$ cat src/rtl/abus_arbiter_if.sv
// a/b request/response bus: one request channel (a) and one in-order response channel (b).
// "master" drives requests and receives responses; "slave" accepts requests and returns responses.
interface abus_arbiter_if;
  logic        avalid;
  logic        aready;
  logic        awe;
  logic [29:0] aaddr;
  logic [31:0] adata;
  logic [3:0]  astrb;
  logic        bvalid;
  logic [31:0] bdata;

  modport master (output avalid, awe, aaddr, adata, astrb, input aready, bvalid, bdata);
  modport slave  (input avalid, awe, aaddr, adata, astrb, output aready, bvalid, bdata);
endinterface

$ cat src/rtl/abus_arbiter.sv
// Two-master round-robin arbiter onto one a/b slave port; an in-order ID FIFO
// remembers who owns each outstanding request so responses route back correctly.
module abus_arbiter #(
  parameter int DEPTH      = 4,
  parameter int DEPTH_LOG2 = 2
) (
  input  logic           clk,
  input  logic           rst_n,
  abus_arbiter_if.slave  m0,
  abus_arbiter_if.slave  m1,
  abus_arbiter_if.master s,
  output logic           err_spurious
);

  typedef enum logic { ARB_FREE, ARB_LOCKED } arb_state_t;

  arb_state_t            state;
  logic                  locked_id;
  logic                  last_grant;
  logic [DEPTH_LOG2:0]   count;
  logic [DEPTH_LOG2-1:0] wr_ptr, rd_ptr;
  logic [DEPTH-1:0]      id_fifo;

  logic grant, can_issue, acc, pop, head;

  // A stalled request keeps the bus: the slave must never see the payload change.
  always_comb begin
    grant = 1'b0;
    if (state == ARB_LOCKED)       grant = locked_id;
    else if (m0.avalid && m1.avalid) grant = ~last_grant;
    else if (m1.avalid)            grant = 1'b1;
  end

  // Only the registered count gates issue; a same-cycle pop does not free a slot.
  assign can_issue = (count < (DEPTH_LOG2+1)'(DEPTH));

  assign s.avalid = can_issue && (grant ? m1.avalid : m0.avalid);
  assign s.awe    = grant ? m1.awe   : m0.awe;
  assign s.aaddr  = grant ? m1.aaddr : m0.aaddr;
  assign s.adata  = grant ? m1.adata : m0.adata;
  assign s.astrb  = grant ? m1.astrb : m0.astrb;

  assign acc  = s.avalid && s.aready;
  assign pop  = s.bvalid && (count != '0);
  assign head = id_fifo[rd_ptr];

  assign m0.aready = acc && !grant;
  assign m1.aready = acc &&  grant;
  assign m0.bvalid = pop && !head;
  assign m1.bvalid = pop &&  head;
  assign m0.bdata  = s.bdata;
  assign m1.bdata  = s.bdata;

  always_ff @(posedge clk or negedge rst_n) begin
    if (!rst_n) begin
      state        <= ARB_FREE;
      locked_id    <= 1'b0;
      last_grant   <= 1'b1;
      count        <= '0;
      wr_ptr       <= '0;
      rd_ptr       <= '0;
      id_fifo      <= '0;
      err_spurious <= 1'b0;
    end else begin
      case (state)
        ARB_FREE:
          if (s.avalid && !s.aready) begin
            state     <= ARB_LOCKED;
            locked_id <= grant;
          end
        ARB_LOCKED:
          if (acc) state <= ARB_FREE;
        default: state <= ARB_FREE;
      endcase

      if (acc) begin
        id_fifo[wr_ptr] <= grant;
        wr_ptr          <= wr_ptr + 1'b1;
        last_grant      <= grant;
      end
      if (pop) rd_ptr <= rd_ptr + 1'b1;

      // A response with nothing outstanding is a slave protocol error; the FIFO is left alone.
      if (s.bvalid && count == '0) err_spurious <= 1'b1;

      case ({acc, pop})
        2'b10:   count <= count + 1'b1;
        2'b01:   count <= count - 1'b1;
        default: count <= count;
      endcase
    end
  end

endmodule
$ cat src/flat_wrapper.sv
// flat-port wrapper written by rule: the top's interface ports become plain ports
module abus_arbiter_flat 
#(
  parameter int DEPTH      = 4,
  parameter int DEPTH_LOG2 = 2
)
  (clk, rst_n, err_spurious, m0_avalid, m0_awe, m0_aaddr, m0_adata, m0_astrb, m0_aready, m0_bvalid, m0_bdata, m1_avalid, m1_awe, m1_aaddr, m1_adata, m1_astrb, m1_aready, m1_bvalid, m1_bdata, s_avalid, s_awe, s_aaddr, s_adata, s_astrb, s_aready, s_bvalid, s_bdata);
  abus_arbiter_if m0_i ();
  abus_arbiter_if m1_i ();
  abus_arbiter_if s_i ();
  input  logic clk;
  input  logic rst_n;
  output logic err_spurious;
  input wire logic [$bits(m0_i.avalid)-1:0] m0_avalid;
  input wire logic [$bits(m0_i.awe)-1:0] m0_awe;
  input wire logic [$bits(m0_i.aaddr)-1:0] m0_aaddr;
  input wire logic [$bits(m0_i.adata)-1:0] m0_adata;
  input wire logic [$bits(m0_i.astrb)-1:0] m0_astrb;
  output wire logic [$bits(m0_i.aready)-1:0] m0_aready;
  output wire logic [$bits(m0_i.bvalid)-1:0] m0_bvalid;
  output wire logic [$bits(m0_i.bdata)-1:0] m0_bdata;
  input wire logic [$bits(m1_i.avalid)-1:0] m1_avalid;
  input wire logic [$bits(m1_i.awe)-1:0] m1_awe;
  input wire logic [$bits(m1_i.aaddr)-1:0] m1_aaddr;
  input wire logic [$bits(m1_i.adata)-1:0] m1_adata;
  input wire logic [$bits(m1_i.astrb)-1:0] m1_astrb;
  output wire logic [$bits(m1_i.aready)-1:0] m1_aready;
  output wire logic [$bits(m1_i.bvalid)-1:0] m1_bvalid;
  output wire logic [$bits(m1_i.bdata)-1:0] m1_bdata;
  output wire logic [$bits(s_i.avalid)-1:0] s_avalid;
  output wire logic [$bits(s_i.awe)-1:0] s_awe;
  output wire logic [$bits(s_i.aaddr)-1:0] s_aaddr;
  output wire logic [$bits(s_i.adata)-1:0] s_adata;
  output wire logic [$bits(s_i.astrb)-1:0] s_astrb;
  input wire logic [$bits(s_i.aready)-1:0] s_aready;
  input wire logic [$bits(s_i.bvalid)-1:0] s_bvalid;
  input wire logic [$bits(s_i.bdata)-1:0] s_bdata;
  assign m0_i.avalid = m0_avalid;
  assign m0_i.awe = m0_awe;
  assign m0_i.aaddr = m0_aaddr;
  assign m0_i.adata = m0_adata;
  assign m0_i.astrb = m0_astrb;
  assign m0_aready = m0_i.aready;
  assign m0_bvalid = m0_i.bvalid;
  assign m0_bdata = m0_i.bdata;
  assign m1_i.avalid = m1_avalid;
  assign m1_i.awe = m1_awe;
  assign m1_i.aaddr = m1_aaddr;
  assign m1_i.adata = m1_adata;
  assign m1_i.astrb = m1_astrb;
  assign m1_aready = m1_i.aready;
  assign m1_bvalid = m1_i.bvalid;
  assign m1_bdata = m1_i.bdata;
  assign s_avalid = s_i.avalid;
  assign s_awe = s_i.awe;
  assign s_aaddr = s_i.aaddr;
  assign s_adata = s_i.adata;
  assign s_astrb = s_i.astrb;
  assign s_i.aready = s_aready;
  assign s_i.bvalid = s_bvalid;
  assign s_i.bdata = s_bdata;
  abus_arbiter #(.DEPTH(DEPTH), .DEPTH_LOG2(DEPTH_LOG2)) u_core (.clk(clk), .rst_n(rst_n), .m0(m0_i), .m1(m1_i), .s(s_i), .err_spurious(err_spurious));
endmodule
$ cat config.mk
export PLATFORM = sky130hd
export DESIGN_NAME = abus_arbiter_flat
export DESIGN_NICKNAME = d
export VERILOG_FILES = /design/src/rtl/abus_arbiter_if.sv /design/src/rtl/abus_arbiter.sv /design/src/flat_wrapper.sv
export SDC_FILE = /design/constraint.sdc
export NUM_CORES = 1
export LEC_CHECK = 0
export BUFFER_PORTS_ARGS = -buffer_cell sky130_fd_sc_hd__buf_2
export CORE_AREA = 5 5 118 120
export CTS_CLUSTER_DIAMETER = 30
export DETAILED_ROUTE_END_ITERATION = 8
export DIE_AREA = 0 0 123 125
export PLACE_DENSITY = 0.59
export SYNTH_ARGS = -nofsm -noshare
export SYNTH_HDL_FRONTEND = slang
export SYNTH_SLANG_ARGS = --single-unit
$ cat constraint.sdc
create_clock -name clk -period 2.3 [get_ports clk]
set_input_delay 0.46 -clock clk [delete_from_list [all_inputs] [get_ports clk]]
set_output_delay 0.46 -clock clk [all_outputs]
set_load 0.05 [all_outputs]
[Yosys cells after proc, flatten, opt, wreduce, memory -nomap -nowiden]
Cells that the tools add are included.
Storage, ports and cells
  flip-flop bits (word level): 15
  output and inout port bits: 137
  word-level logic and storage cells: 55
  bits of input ports: 172
Operators by class
  add/sub/neg operators: 4
  reductions and logical operators: 18
  bitwise gates (word level): 2
  eq/ne operators: 2
  multiplexer cells: 17
  magnitude comparators: 4
Operators with widths (count)
  $mux 32: 1
  $mux 30: 1
  $logic_and 1x1->1: 11
  $mux 1: 9
  $lt 2x3->1 const B: 2
  $pmux 3 s2: 1
  $add 2x1->2 const B: 2
  $bwmux 4: 1
  $mux 4: 1
  $add 3x1->3 const B: 1
  $logic_not 1->1: 3
  $logic_not 3->1: 1
  $lt 3x3->1 const B: 1
  $reduce_bool 3->1: 1
  $sub 3x1->3 const B: 1
  $bmux 1 s2: 1
  $demux 1 s2: 1
  $eq 2x1->1 const B: 1
  $eq 2x2->1 const B: 1
  $ge 2x1->1 const B: 1
  $not 1->1: 2
  $pmux 1 s2: 1
  $reduce_and 2->1: 1
  $reduce_bool 2->1: 1

[Depth between registers and ports, before layout]
  depth after elaboration: 8
  mapped depth: 9
  depth with buffers taken out: 8

[Least setup slack after synthesis]
Ideal clock, no wire load.
  path type: input-to-output
  start point: in m1_avalid
  end point: out m1_aready
  path buffers: 3
  required time: 1.840 ns
  arrival: 1.871 ns
  slack: -0.031 ns
  stages on the path: 6
  cells stage by stage: a21bo_1 > o21a_1 > buf_6 > buf_6 > buf_6 > nor2_1
Between the ends
  word-level cells in the longest chain between the ends: 7
  elaborated cells between the ends (all ways): 8
  those cells by class: mux (4); reduce/logical (4)
Ends and longest elaborated chain
  from (decl): line flat_wrapper.sv:22  | input wire logic [$bits(m1_i.avalid)-1:0] m1_avalid;
  $mux 1 / $logic_and 1x1->1 (equally long branches): line abus_arbiter.sv:31, abus_arbiter.sv:30
  $mux 1: line abus_arbiter.sv:30  | else if (m0.avalid && m1.avalid) grant = ~last_grant;
  $mux 1: line abus_arbiter.sv:29  | if (state == ARB_LOCKED) grant = locked_id;
  $mux 1: line abus_arbiter.sv:37  | assign s.avalid = can_issue && (grant ? m1.avalid : m0.avalid);
  $logic_and 1x1->1: line abus_arbiter.sv:37
  $logic_and 1x1->1: line abus_arbiter.sv:43  | assign acc = s.avalid && s.aready;
  $logic_and 1x1->1 (*): line abus_arbiter.sv:48  | assign m1.aready = acc && grant;
  to (decl): line flat_wrapper.sv:27  | output wire logic [$bits(m1_i.aready)-1:0] m1_aready;
Mark *: on every way between the ends. The rest lies on a longest branch, timed or not.

[Worst setup path in the final report]
  start point: reg u_core.last_grant
  end point: out s_adata[31]
Between the ends
  word-level cells in the longest chain between the ends: 4
Ends and longest elaborated chain
  from (decl): line abus_arbiter.sv:19  | logic last_grant;
  from (signal assigned): line abus_arbiter.sv:79  | last_grant <= grant;
  $not 1->1: line abus_arbiter.sv:30
  $mux 1: line abus_arbiter.sv:30
  $mux 1: line abus_arbiter.sv:29
  $mux 32: line abus_arbiter.sv:40  | assign s.adata = grant ? m1.adata : m0.adata;
  to (decl): line flat_wrapper.sv:33  | output wire logic [$bits(s_i.adata)-1:0] s_adata;
Every way passes these cells.

==> flow_summary.yaml <==
synth:
  syn_inst: 208
  synth.distinct_cells: 29
  syn_avg_cell_area_um2: 10.3
  synth_edf_count: 0
  ys_ff_latch: 15
  yosysSeqAreaShare: 0.176
  synthFlopType: "dfrtp_1"
  syn-num-nets: 386
  async_reset_ff_frac: 1.00
  synth_warnings: 0
  syn_area_mm2: 0.00214
floorplanning:
  io-pin-count: 309
  start_util: 0.167
  rows: 42
  die_w_um: 123
  coreArea_mm2: 0.0129
  dieArea_mm2: 0.0154
  die_h_um: 125
route:
  avgViaCountPerCell: 3.97
  num_vias: 2168
  drc: 0
  drt_wl_total_um: 11100
  drt_iter0_markers: 43
  ant_nets: 0
  first_pass_iters: 4
  post_drt_wl_per_cell_um: 20.4
clock_tree:
  tritoncts: "done"
  clkLatencyLatePin_ns: 0.24
  cts_htree_levels: 1
  clock_sinks: 15
  ctsHoldBuffers: 0
  path_clk_slew_ns: 0.05
  cts_buffers: 3
  max-clock-path-buffers: 2
  cts_root_buffer: "clkbuf_16"
worst_setup_path:
  crit_chain: "a21bo_1 -> o21a_4 -> buf_12 -> clkbuf_16 -> mux2_2 -> buf_6"
  required_ns: 1.84
  start_kind: "flip-flop"
  r2r.worst_path.cells: 8
  path_max_fanout: 8
  path_depth: 6
  cp_slowest_cell: "dfstp_2"
  cp.arrival_ns: 1.87
  crit_family: "flip-flops"
  critPathMaxStageDelay_ns: 0.53
  endpoint_kind: "output pin"
  critical_path_buf_inv_count: 3
  path_class: "reg2out"
min_path:
  holdCritPathClass: "in2async"
grt:
  grt_pass1_wl_um: 13800
  grt_usage: 0.117
  grt_max_degree: 35
  antenna_found_initial: 1
  grt-ovfl-total: 0
  first_global_vias: 2318
power:
  ir_drop_mv: 0.752
  p_leak_nw: 1.97
  powerDensity_mw_per_mm2: 1660
run:
  maxCapViolations: 0
sta:
  hold_viol_final: 0
  finalWorstSetupSlack_ns: -0.0343
  rsz0062_at_grt: "true"
  maxSlewHeadroom: 0.770
  finalSetupViolCount: 25
  finClkSkew_ns: 0.00254
  post-route-period-util: 1.01
  slew_violations: 0
  fin_crit_ns: 2.33
  tightest_slew_ns: 0.345
  max_freq_mhz: 428
finish:
  final_nets: 548
  finish.utilization: 0.293
  fillers: 1331
  area_growth_pct: 75.8
  drive_above_1_share: 0.846
  regArea_um2: 377
  multi_input_area_mm2: 0.00131
  final_cell_count_no_fill: 546
place:
  gp_congestion: 0.869
  hpwl_um: 8960
  placedCellCount: 533
  numPortBuffers: 212
status:
  status: "finished with violations"
  violations: "setup timing"
==> repair_timing <==
| item | in CTS | in global routing |
|---|---|---|
| gates cloned | 0 | 4 |
| setup endpoints to repair | 52 | 66 |
| gates resized for setup | 65 | 143 |
| setup buffers | 0 | 4 |
==> metrics by stage <==
step,hold WS [ns],power [W],area [um2],worst slack [ns],TNS [ns]
floorplan,0.164,0.00401,2150,0.110,0
global placement,0.383,0.00457,2980,0.0592,0
detailed placement,0.391,0.00463,2980,0.0430,0
CTS,0.132,0.00530,3260,-0.0555,-0.511
global route,0.142,0.00653,3770,-0.0936,-2.99
finish,0.115,0.00628,3770,-0.0343,-0.578
==> worst reg2reg max path, stage by stage (launching register included) <==
cell and delay [ns]:
dfrtp_1 0.38, mux2_2 0.38, o211ai_2 0.17, ha_1 0.20, inv_1 0.06, fa_1 0.37, xor2_1 0.15, nor2_1 0.12
xor2_1 0.16
==> routing by layer <==
metal / share of wire / global-route usage / wire length [um] / vias up
met5: 0.00072 / 0 / 8 / -
met4: 0.011 / 0.0202 / 122 / 2
met3: 0.18 / 0.0881 / 2050 / 23
met2: 0.49 / 0.192 / 5460 / 161
met1: 0.31 / 0.122 / 3470 / 996
li1: - / - / - / 986
==> cell type report <==
cell class / instances / share of cell area
Antenna cell: 1 / 0.000664
Clock buffer: 4 / 0.0209
Inverter: 7 / 0.00697
Multi-Input combinational cell: 113 / 0.348
Sequential cell: 15 / 0.0999
Tap cell: 176 / 0.0584
Timing Repair Buffer: 230 / 0.465
==> synth_stat cells (2+ instances only) <==
cell	count	area, um2
nand2_1	3	11.3
buf_6	3	33.8
inv_1	7	26.3
nor3_1	2	10.0
dfrtp_1	14	350
xnor2_1	3	26.3
o21a_1	3	22.5
mux2i_1	2	20.0
ha_1	5	62.6
nor2_1	3	11.3
buf_2	6	30.0
xor2_1	3	26.3
mux2_2	65	732
buf_4	64	480
mux2_4	8	120
o2111ai_1	4	35.0
==> placed cells by master, fill, tap and decap left out, types with 2 or more instances in the layout <==
master and n:
ha_1 5, xnor2_1 3, buf_8 11, mux2i_1 2, mux2_2 37, dfrtp_1 14, o2111ai_1 4, buf_6 55
inv_1 7, nor3_1 2, o21a_1 2, xor2_1 3, nand2_1 3, buf_2 146, nor2_1 2, buf_12 4
clkbuf_16 6, buf_4 11, mux2_4 36
==> state kept, by name, indices dropped and copies added (netlist names), named ones only <==
name	flops
u_core.count	3
u_core.err_spurious	1
u_core.id_fifo	4
u_core.last_grant	1
u_core.locked_id	1
u_core.rd_ptr	2
u_core.wr_ptr	2
==> path summary, 6_finish.rpt <==
| kind | from | to | slack, ns |
|---|---|---|---|
| worst min register to register | u_core.err_spurious | u_core.err_spurious | 0.45 |
| worst min-delay path | rst_n | u_core.count[0] | 0.11 |
| worst max register to register | u_core.locked_id | u_core.count[2] | 0.24 |
| worst max-delay path | u_core.last_grant | s_adata[31] | -0.03 |
| min in group clk | s_bvalid | u_core.err_spurious | 0.43 |
| max in group asynchronous | rst_n | u_core.last_grant | 1.88 |
==> power breakdown <==
group / leakage, nW / switching (W) / internal (W)
Sequential: 0.175 / 0.000112 / 0.000405
Combinational: 1.76 / 0.00302 / 0.00241
Clock: 0.0382 / 0.000103 / 0.000235
==> logic make-up (layout without fill, tap and decap cells) <==
| logic type | count (synthesis) | count (layout) | synth area share |
|---|---|---|---|
| other | 0 | 1 | 0 |
| adder cells (fa/ha/maj) | 6 | 6 | 0.0385 |
| AO/OA/AOI/OAI | 15 | 15 | 0.0572 |
| AND/OR/NAND/NOR | 10 | 10 | 0.0210 |
| multiplexers | 76 | 76 | 0.417 |
| flip-flops | 15 | 15 | 0.176 |
| buffers and inverters | 80 | 241 | 0.266 |
| XOR/XNOR | 6 | 6 | 0.0245 |
No activity file was read; power rests on OpenSTA's default activity.
